## src/rtl/l1b_arb_pkg.sv

```systemverilog
// Shared types and constants for the L1Buffer read-request arbiter.
// Address width comes from the L1B_ADDR_WIDTH macro, defaulting to 8.
`ifndef L1B_ADDR_WIDTH
`define L1B_ADDR_WIDTH 8
`endif

package l1b_arb_pkg;

  typedef enum logic {
    ST_IDLE = 1'b0,
    ST_HOLD = 1'b1
  } arb_state_e;

  localparam int MIN_SPACING = 4;

  localparam logic SRC_R3 = 1'b0;
  localparam logic SRC_L1 = 1'b1;

  localparam int L1B_ADDR_W = `L1B_ADDR_WIDTH;

endpackage

```

## src/rtl/l1b_req_fifo.sv

```systemverilog
// Per-source request queue: DEPTH-entry FIFO using wrap-bit pointers, with a
// sticky overflow flag raised whenever a request has to be dropped.
module l1b_req_fifo #(
  parameter int ADDR_W = 8,
  parameter int DEPTH  = 4
) (
  input  logic              clk,
  input  logic              rst,
  input  logic              push,
  input  logic [ADDR_W-1:0] din,
  input  logic              pop,
  output logic [ADDR_W-1:0] dout,
  output logic              empty,
  output logic              full,
  output logic              overflow
);
  localparam int PW = $clog2(DEPTH);
  localparam logic [PW:0] PTR_ONE = (PW + 1)'(1);

  logic [PW:0]       wr_ptr, rd_ptr;
  logic [ADDR_W-1:0] mem [DEPTH];
  logic              do_push, do_pop;

  // Handshake: pop is honoured only while !empty; push is accepted when
  // !full or when a pop happens on the same edge, otherwise it is dropped.
  assign empty   = (wr_ptr == rd_ptr);
  assign full    = (wr_ptr[PW] != rd_ptr[PW]) && (wr_ptr[PW-1:0] == rd_ptr[PW-1:0]);
  assign do_pop  = pop && !empty;
  assign do_push = push && (!full || do_pop);
  assign dout    = mem[rd_ptr[PW-1:0]];

  always_ff @(posedge clk or posedge rst) begin
    if (rst) begin
      wr_ptr   <= '0;
      rd_ptr   <= '0;
      overflow <= 1'b0;
    end else begin
      if (do_push) wr_ptr <= wr_ptr + PTR_ONE;
      if (do_pop)  rd_ptr <= rd_ptr + PTR_ONE;
      if (push && !do_push) overflow <= 1'b1;
    end
  end

  always_ff @(posedge clk) begin
    if (do_push) mem[wr_ptr[PW-1:0]] <= din;
  end

endmodule

```

## src/rtl/l1b_read_request_arbiter.sv

```systemverilog
// Arbitrates queued R3 and L1 read requests into spaced AI/BI pulses for the
// L1Buffer read-address selector. L1B_ARB_ROUNDROBIN_EN enables fair contested arbitration.
module l1b_read_request_arbiter
  import l1b_arb_pkg::*;
#(
  parameter int ADDR_W  = L1B_ADDR_W,
  parameter int DEPTH   = 4,
  parameter int SPACING = 4
) (
  input  logic              CLK,
  input  logic              RST,
  input  logic              R3Trig,
  input  logic [ADDR_W-1:0] R3Addr,
  input  logic              L1Trig,
  input  logic [ADDR_W-1:0] L1Addr,
  output logic              AI,
  output logic              BI,
  output logic [ADDR_W-1:0] AddressIn1,
  output logic [ADDR_W-1:0] AddressIn2,
  output logic              R3Full,
  output logic              L1Full,
  output logic              R3Overflow,
  output logic              L1Overflow,
  output logic              Busy,
  output arb_state_e        dbg_state
);
  localparam int CW = $clog2(SPACING + 1);

  if (SPACING < MIN_SPACING) begin : g_bad_spacing
    $error("SPACING must be at least MIN_SPACING");
  end
  if (DEPTH < 2 || (DEPTH & (DEPTH - 1)) != 0) begin : g_bad_depth
    $error("DEPTH must be a power of two, at least 2");
  end

  arb_state_e        state_q, state_d;
  logic [CW-1:0]     cnt_q, cnt_d;
  logic              r3_empty, l1_empty;
  logic [ADDR_W-1:0] r3_head, l1_head;
  logic              pop_r3, pop_l1, issue, win, contested_win;

  l1b_req_fifo #(.ADDR_W(ADDR_W), .DEPTH(DEPTH)) u_r3_fifo (
    .clk(CLK), .rst(RST), .push(R3Trig), .din(R3Addr), .pop(pop_r3),
    .dout(r3_head), .empty(r3_empty), .full(R3Full), .overflow(R3Overflow)
  );

  l1b_req_fifo #(.ADDR_W(ADDR_W), .DEPTH(DEPTH)) u_l1_fifo (
    .clk(CLK), .rst(RST), .push(L1Trig), .din(L1Addr), .pop(pop_l1),
    .dout(l1_head), .empty(l1_empty), .full(L1Full), .overflow(L1Overflow)
  );

`ifdef L1B_ARB_ROUNDROBIN_EN
  // Points at the source that wins the next contested arbitration.
  logic prio_l1;
  always_ff @(posedge CLK or posedge RST) begin
    if (RST)                                   prio_l1 <= 1'b0;
    else if (issue && !r3_empty && !l1_empty)  prio_l1 <= (win == SRC_R3);
  end
  assign contested_win = prio_l1 ? SRC_L1 : SRC_R3;
`else
  assign contested_win = SRC_R3;
`endif

  always_comb begin
    state_d = state_q;
    cnt_d   = cnt_q;
    issue   = 1'b0;
    win     = SRC_R3;
    pop_r3  = 1'b0;
    pop_l1  = 1'b0;
    case (state_q)
      ST_IDLE: begin
        if (!r3_empty || !l1_empty) begin
          issue   = 1'b1;
          win     = (!r3_empty && !l1_empty) ? contested_win : (r3_empty ? SRC_L1 : SRC_R3);
          pop_r3  = (win == SRC_R3);
          pop_l1  = (win == SRC_L1);
          state_d = ST_HOLD;
          cnt_d   = CW'(SPACING - 1);
        end
      end
      ST_HOLD: begin
        // Leaving at count 1 places the next issue exactly SPACING edges after this one.
        cnt_d = cnt_q - CW'(1);
        if (cnt_q == CW'(1)) state_d = ST_IDLE;
      end
      default: state_d = ST_IDLE;
    endcase
  end

  always_ff @(posedge CLK or posedge RST) begin
    if (RST) begin
      state_q    <= ST_IDLE;
      cnt_q      <= '0;
      AI         <= 1'b0;
      BI         <= 1'b0;
      AddressIn1 <= '0;
      AddressIn2 <= '0;
    end else begin
      state_q <= state_d;
      cnt_q   <= cnt_d;
      AI      <= pop_r3;
      BI      <= pop_l1;
      if (pop_r3) AddressIn1 <= r3_head;
      if (pop_l1) AddressIn2 <= l1_head;
    end
  end

  assign Busy      = (state_q != ST_IDLE) || !r3_empty || !l1_empty;
  assign dbg_state = state_q;

endmodule

```

## config.mk

```make
export PLATFORM = sky130hd
export DESIGN_NAME = l1b_read_request_arbiter
export DESIGN_NICKNAME = d
export VERILOG_FILES = /design/src/rtl/l1b_arb_pkg.sv /design/src/rtl/l1b_req_fifo.sv /design/src/rtl/l1b_read_request_arbiter.sv
export SDC_FILE = /design/constraint.sdc
export NUM_CORES = 1
export LEC_CHECK = 0
export CAP_MARGIN = 5
export CORE_AREA = 2 2 94 96
export DETAILED_ROUTE_END_ITERATION = 10
export DIE_AREA = 0 0 96 98
export GPL_ROUTABILITY_DRIVEN = 0
export PLACE_DENSITY_LB_ADDON = 0.25
export SLEW_MARGIN = 20
export SYNTH_ARGS = -nofsm -noshare
export SYNTH_HDL_FRONTEND = slang
export SYNTH_SLANG_ARGS = --single-unit
```

## constraint.sdc

```tcl
create_clock -name CLK -period 2.1 [get_ports CLK]
set_clock_uncertainty 0.05 [all_clocks]
set_input_delay 0.42 -clock CLK [delete_from_list [all_inputs] [get_ports CLK]]
set_output_delay 0.42 -clock CLK [all_outputs]
set_load 0.01 [all_outputs]
```

; ---- Word level (Yosys, flattened, before mapping)
; Memories as Yosys holds them, arrays and structs flattened. A register that Yosys moved wholly into a read port is not among the register bits.
; Index checks and enable logic that the tools add are counted.
[word_totals]
output_inout_bits = 24
ram_bits = 64
ff_bits = 20
word_cells = 62
mem_count = 2
[memory_table]
columns = name, depth, width, rd, rd_clocked_by_memory_dff, write_ports, line_no
row1 = u_l1_fifo.mem, 4, 8, 1, 1, 1, l1b_req_fifo.sv:21  ; logic [ADDR_W-1:0] mem [DEPTH];
row2 = u_r3_fifo.mem, 4, 8, 1, 1, 1, l1b_req_fifo.sv:21
[classes]
n_addsub = 5
n_eq_ne = 8
n_bitwise = 2
n_mux = 15
reduce_logical = 20
[ops]
columns = operator, count
row1 = "3-bit by 1-bit adder with 3-bit output, second input constant", 4
row2 = 1-bit two-way mux, 12
row3 = 1-bit logical AND, 9
row4 = 3-bit equality test, 2
row5 = 1-bit zero test, 6
row6 = 3-bit case mux with 2 select lines, 1
row7 = 1-bit logical OR, 5
row8 = 2-bit equality test, 2
row9 = "3-bit by 1-bit equality test with 1-bit output, second input constant", 1
row10 = 3-bit two-way mux, 1
row11 = "3-bit by 1-bit subtractor with 3-bit output, second input constant", 1
row12 = 1-bit inequality test, 2
row13 = "2-bit inequality test, second input constant", 1
row14 = 1-bit NOT, 2
row15 = 1-bit case mux with 2 select lines, 1

; ---- Longest topological paths before layout
[depth]
depth_word = 12
ltp_mapped = 6

; ---- Hierarchy
; From an unflattened synthesis, not the netlist that was laid out.
[hier_totals]
cells_unflattened = 229
area_unflattened_um2 = 4227.8
[modules_own_cells]
columns = module, seq_area_each_um2, area_per_inst_um2, cells_each, n_inst
row1 = l1b_req_fifo at u_l1_fifo, 1136.1, 1682.9, 86, 1
row2 = l1b_req_fifo at u_r3_fifo, 1136.1, 1679.1, 86, 1
row3 = l1b_read_request_arbiter, 550.5, 865.8, 57, 1

; ---- Worst setup path before layout
; Ideal clock, no wire load.
[synth_timing]
path_type = register to register
startpoint = register u_r3_fifo.rd_ptr[1]
endpoint = memory u_l1_fifo.mem[0][0] (enable)
period_less_slack_ns = 1.843
path_buffers = 1
required_ns = 1.718
path_slack_ns = 0.257
arrival_ns = 1.462
stages_incl_launch_ff = 6
path_cell_list = dfrtp_1 > buf_2 > xnor2_1 > nand3_1 > o21ai_0 > and3_1
[synth_via]
elab_chain_len = 11
elab_cells_between_ends = 13
classes_between = eq/ne (1) / mux (6) / reduce/logical (6)
[synth_rtl]
columns = item, line_no
row1 = "start, declared", l1b_req_fifo.sv:20  ; logic [PW:0] wr_ptr, rd_ptr;
row2 = "start signal, assigned", l1b_req_fifo.sv:39  ; if (do_pop) rd_ptr <= rd_ptr + PTR_ONE;
row3 = 3-bit equality test *, l1b_req_fifo.sv:26  ; assign empty = (wr_ptr == rd_ptr);
row4 = 1-bit zero test, "l1b_read_request_arbiter.sv:73, l1b_read_request_arbiter.sv:75"
row5 = 1-bit logical AND, l1b_read_request_arbiter.sv:75  ; win = (!r3_empty && !l1_empty) ? contested_win : (r3_empty ? SRC_L1 : SRC_R3);
row6 = 1-bit two-way mux, l1b_read_request_arbiter.sv:75
row7 = 1-bit two-way mux *, l1b_read_request_arbiter.sv:73  ; if (!r3_empty || !l1_empty) begin
row8 = 1-bit two-way mux *, l1b_read_request_arbiter.sv:71  ; case (state_q)
row9 = 1-bit logical AND *, l1b_req_fifo.sv:28  ; assign do_pop = pop && !empty;
row10 = 1-bit logical OR *, l1b_req_fifo.sv:29  ; assign do_push = push && (!full || do_pop);
row11 = 1-bit logical AND *, l1b_req_fifo.sv:29
row12 = 1-bit two-way mux *, l1b_req_fifo.sv:45  ; if (do_push) mem[wr_ptr[PW-1:0]] <= din;
row13 = 1-bit two-way mux (implied by the code) *, l1b_req_fifo.sv:45
row14 = "end, declared", l1b_req_fifo.sv:21
; Mark *: on every way between the ends. The rest lies on a longest branch, timed or not.

; ---- Worst setup path in the final report
[layout_timing]
startpoint = register u_r3_fifo.wr_ptr[0]
endpoint = register AddressIn2[7] (read register of u_l1_fifo.mem)
[layout_via]
elab_chain_len = 6
elab_cells_between_ends = 8
classes_between = eq/ne (1) / mux (4) / reduce/logical (3)
[layout_rtl]
columns = item, line_no
row1 = "start, declared", l1b_req_fifo.sv:20
row2 = "start signal, assigned", l1b_req_fifo.sv:38  ; if (do_push) wr_ptr <= wr_ptr + PTR_ONE;
row3 = 3-bit equality test *, l1b_req_fifo.sv:26
row4 = 1-bit zero test, "l1b_read_request_arbiter.sv:73, l1b_read_request_arbiter.sv:75"
row5 = 1-bit logical AND, l1b_read_request_arbiter.sv:75
row6 = 1-bit two-way mux, l1b_read_request_arbiter.sv:75
row7 = 1-bit two-way mux *, l1b_read_request_arbiter.sv:73
row8 = 1-bit two-way mux *, l1b_read_request_arbiter.sv:71
row9 = "end, declared", l1b_read_request_arbiter.sv:19  ; output logic [ADDR_W-1:0] AddressIn2,
; Marked as above.
; A chain may end at the register's enable or synchronous reset.

==> results by group <==
Timing
  • Min Clock Period, post-route: 2.024 ns
  • Normalized max-slew margin: 0.6602
  • Upper clock frequency limit: 494.1 MHz
  • Minimum hold slack: 0.4301 ns
  • Final period util: 0.9638
  • Unrepaired setup endpoints after global routing: yes
  • Pins Over Slew Limit: 0
  • Final sum of negative setup slack: 0 ns
  • Transition time at the pin with the least slew margin: 0.5097 ns
  • Final setup violation count: 0
  • Final-report hold violation count: 0

Worst setup path
  • Data arrival, critical path: 2.21 ns
  • Kind of end point of the critical path: register
  • Highest fanout seen on the critical path: 11
  • Critical path class: register to register
  • Path depth of the worst reg2reg path: 7
  • Startpoint of the worst register-to-register path: u_r3_fifo.wr_ptr[0]$_DFFE_PP0P_
  • Start point of the critical path: u_r3_fifo.wr_ptr[0]$_DFFE_PP0P_
  • Worst path required time: 2.29 ns
  • Crit path launch type: register

Yosys
  • Per-instance average area after synthesis: 18.83 sq um
  • Yosys warning count: 0
  • Total nets after synthesis: 248
  • Cells after synthesis: 216
  • Synth Cell Area: 0.004066 sq mm
  • Yosys reg bits: 100
  • Unique masters post-synth: 31
  • Sequential-to-total area share from yosys stat: 0.6942

Floorplanning
  • Area of the placeable core: 0.008466 sq mm
  • Horizontal die dimension: 96 um
  • Number of placement rows: 34
  • Die height: 98 um
  • Initial Util: 0.4803
  • Die Area: 0.009408 sq mm
  • Number of top-level pins: 44

Clocking
  • Cell at the root of the clock tree: sky130_fd_sc_hd__clkbuf_8
  • Number of clock buffers inserted by TritonCTS: 9
  • Worst-path clk slew: 0.09 ns
  • Hold buffers post-CTS: 0
  • Clock tree from TritonCTS: done
  • Largest buffer count on any clock path: 2
  • Clk sinks: 100
  • Number of H-tree levels: 3
  • Clock Latency Late Sink: 0.35 ns

Route
  • Routed length per instance: 16.59 um
  • Vias: 2,098
  • Antenna Nets Post-Route: 0
  • Detail-routed via count per cell: 5.130
  • DRC violation count after routing: 0
  • Detailed-routing iteration count for the pre-antenna-repair pass: 4
  • Number of DRC violations after detailed-routing iteration 0: 90
  • DRT Wirelength: 6.786 mm

Power and ir drop
  • Leakage: 2.046 nW
  • Clk network pwr share: 0.181
  • Switching power as a share of total power: 0.3021
  • Power density normalized to cell area: 1454 mW/mm^2
  • Worst IR drop on VDD: 0.7386 mV
  • Share of power burned in combinational logic: 0.413
  • Internal cell power: 0.005212 W
  • P_sw: 0.002256 W
  • Sequential share of power: 0.407

Global routing
  • Global-route total usage across every layer: 0.1601
  • First-pass GRT wire length: 11.05 mm
  • Antenna violations before repair: 0
  • Vias in the first global route: 2,211
  • Sum of overflow across all layers after global routing: 0
  • Maximum number of pins on one net before global-route repair: 37

Status
  • Status: complete, no violations

Layout
  • Proportion of layout cells with a drive suffix above 1: 0.3090
  • FILL cells: 646
  • Final non-filler cell area: 0.005135 sq mm
  • Area used by sequential logic in the layout: 0.002824 sq mm
  • Final net count: 328
  • Most used cells in the layout excluding fill and tap cells: sky130_fd_sc_hd__edfxtp_1 (64), sky130_fd_sc_hd__clkdlybuf4s50_1 (40), sky130_fd_sc_hd__dfrtp_1 (35)
  • Leading cell type in the layout, fill and taps excluded: sky130_fd_sc_hd__edfxtp_1
  • Final antenna diode count: 0
  • Area taken by multi-input logic gates: 0.001187 sq mm
  • Layout-stage area growth over the synthesis result: 26.28%

Worst hold path
  • Worst hold-check path type: register to register
  • Min-Delay Path Depth: 1
  • HP Start: u_l1_fifo.overflow$_DFFE_PP0P_

Placed design
  • Detailed placer's ending HPWL: 4.493 mm
  • Instance area after placement: 0.004818 sq mm
  • Port-buffer cells: 43

Run
  • Max-capacitance violation count: 0
## path summary, 6_finish.rpt
| kind | end | slack (ns) |
|---|---|---|
| setup reg to reg | AddressIn2[7]$_DFFE_PP0N_ | 0.08 |
| setup / recovery | AddressIn2[7]$_DFFE_PP0N_ | 0.08 |
| max in group asynchronous | dbg_state$_DFF_PP0_ | 1.18 |
| min in group asynchronous | AddressIn2[5]$_DFFE_PP0N_ | 0.44 |
| hold reg to reg | u_l1_fifo.overflow$_DFFE_PP0P_ | 0.43 |
| hold / removal | u_l1_fifo.overflow$_DFFE_PP0P_ | 0.43 |
## layer usage
layer / global-route usage / wire, um / share of wire
met1: 0.2124 / 3040 / 0.45
met4: 0.05934 / 100 / 0.015
met3: 0.03472 / 182 / 0.027
met2: 0.2591 / 3463 / 0.51
met5: 0 / 0 / 0
## flip-flops by register name (all words and copies together) (netlist names)
register,flops
u_l1_fifo.rd_ptr,3
u_r3_fifo.overflow,1
BI,1
AddressIn2,8
AI,1
u_l1_fifo.mem,32
u_r3_fifo.rd_ptr,3
u_l1_fifo.overflow,1
cnt_q,3
u_l1_fifo.wr_ptr,3
dbg_state,1
u_r3_fifo.wr_ptr,3
u_r3_fifo.mem,32
AddressIn1,8
## power by group through the flow
stage | registers, W | clock network [W] | logic, W
after CTS | 0.00304 | 0.00138 | 0.00307
after global placement | 0.00303 | 0 | 0.00291
after detailed placement | 0.00306 | 0 | 0.00296
after global routing | 0.00310 | 0.00147 | 0.00338
final | 0.00304 | 0.00135 | 0.00308
after floorplan | 0.00314 | 0 | 0.00165
## cell usage after synthesis
| master | count | area, sq um |
|---|---|---|
| sky130_fd_sc_hd__mux2_4 | 8 | 120.1 |
| sky130_fd_sc_hd__edfxtp_1 | 64 | 1922 |
| sky130_fd_sc_hd__nand3b_1 | 1 | 7.510 |
| sky130_fd_sc_hd__xor2_1 | 7 | 61.31 |
| sky130_fd_sc_hd__o41ai_1 | 1 | 8.760 |
| sky130_fd_sc_hd__clkbuf_1 | 1 | 3.750 |
| sky130_fd_sc_hd__mux2_2 | 12 | 135.1 |
| sky130_fd_sc_hd__nor2_1 | 1 | 3.750 |
| sky130_fd_sc_hd__nor4_4 | 1 | 21.27 |
| sky130_fd_sc_hd__nand2_1 | 3 | 11.26 |
| sky130_fd_sc_hd__mux4_2 | 12 | 270.3 |
| sky130_fd_sc_hd__a21oi_1 | 1 | 5.000 |
| sky130_fd_sc_hd__nand4_1 | 1 | 6.260 |
| sky130_fd_sc_hd__buf_6 | 4 | 45.04 |
| sky130_fd_sc_hd__mux4_1 | 4 | 105.1 |
| sky130_fd_sc_hd__and3_1 | 7 | 43.79 |
| sky130_fd_sc_hd__a31o_2 | 1 | 8.760 |
| sky130_fd_sc_hd__nor3_1 | 2 | 10.01 |
| sky130_fd_sc_hd__inv_1 | 12 | 45.04 |
| sky130_fd_sc_hd__nand2_2 | 1 | 6.260 |
| sky130_fd_sc_hd__nand3_1 | 3 | 15.01 |
| sky130_fd_sc_hd__o21ai_0 | 2 | 10.01 |
| sky130_fd_sc_hd__ha_1 | 12 | 150.1 |
| sky130_fd_sc_hd__xnor2_1 | 11 | 96.34 |
| sky130_fd_sc_hd__buf_2 | 2 | 10.01 |
| sky130_fd_sc_hd__o211ai_1 | 1 | 7.510 |
| sky130_fd_sc_hd__mux2i_1 | 1 | 10.01 |
| sky130_fd_sc_hd__dfrtp_1 | 36 | 900.9 |
| sky130_fd_sc_hd__a31oi_1 | 2 | 12.51 |
| sky130_fd_sc_hd__a21o_1 | 1 | 7.510 |
| sky130_fd_sc_hd__nor4_1 | 1 | 6.260 |
## critical path: stages (launching register included)
cell and delay [ns]:
sky130_fd_sc_hd__dfrtp_1 0.42, sky130_fd_sc_hd__buf_4 0.17, sky130_fd_sc_hd__xor2_1 0.18, sky130_fd_sc_hd__buf_4 0.15, sky130_fd_sc_hd__nor4_4 0.35, sky130_fd_sc_hd__nand2_2 0.12
sky130_fd_sc_hd__buf_12 0.17, sky130_fd_sc_hd__mux2_4 0.30
## metrics by stage
step | total power (W) | utilization | setup slack [ns] | std cells
2_1_floorplan | 0.004789 | - | 0.2567 | 216
3_5_place_dp | 0.006017 | 0.5692 | 0.007420 | 386
3_3_place_gp | 0.005939 | 0.5692 | 0.05223 | 386
5_1_grt | 0.007946 | 0.6066 | -0.03233 | 409
6_report | 0.007468 | 0.6066 | 0.07612 | 409
4_1_cts | 0.007498 | 0.6027 | 0.006249 | 405
## what timing repair did
| action | in CTS | in global routing |
|---|---|---|
| gates resized for setup | 14 | 4 |
| buffers inserted | 3 | 4 |
| pin swaps | 4 | 5 |
| endpoints found under the setup margin | 3 | 13 |
## area by class of cell
| class | instances | share of cell area |
|---|---|---|
| clock inverters | 5 | 0.01657 |
| well taps | 108 | 0.02632 |
| flip-flops and latches | 100 | 0.5500 |
| multi-input cells | 97 | 0.2312 |
| clock buffers | 11 | 0.02753 |
| repair buffers | 76 | 0.1396 |
| inverters | 12 | 0.008772 |
## cell families after synthesis
kind of cell | after synthesis | share of synthesized area
fa+ha+maj | 12 | 0.03692
buf+inv | 19 | 0.02554
flops | 100 | 0.6942
mux | 37 | 0.1575
xor+xnor | 18 | 0.03877
compound gates | 9 | 0.01477
simple gates | 21 | 0.03231
(Power assumes the default switching activity.)
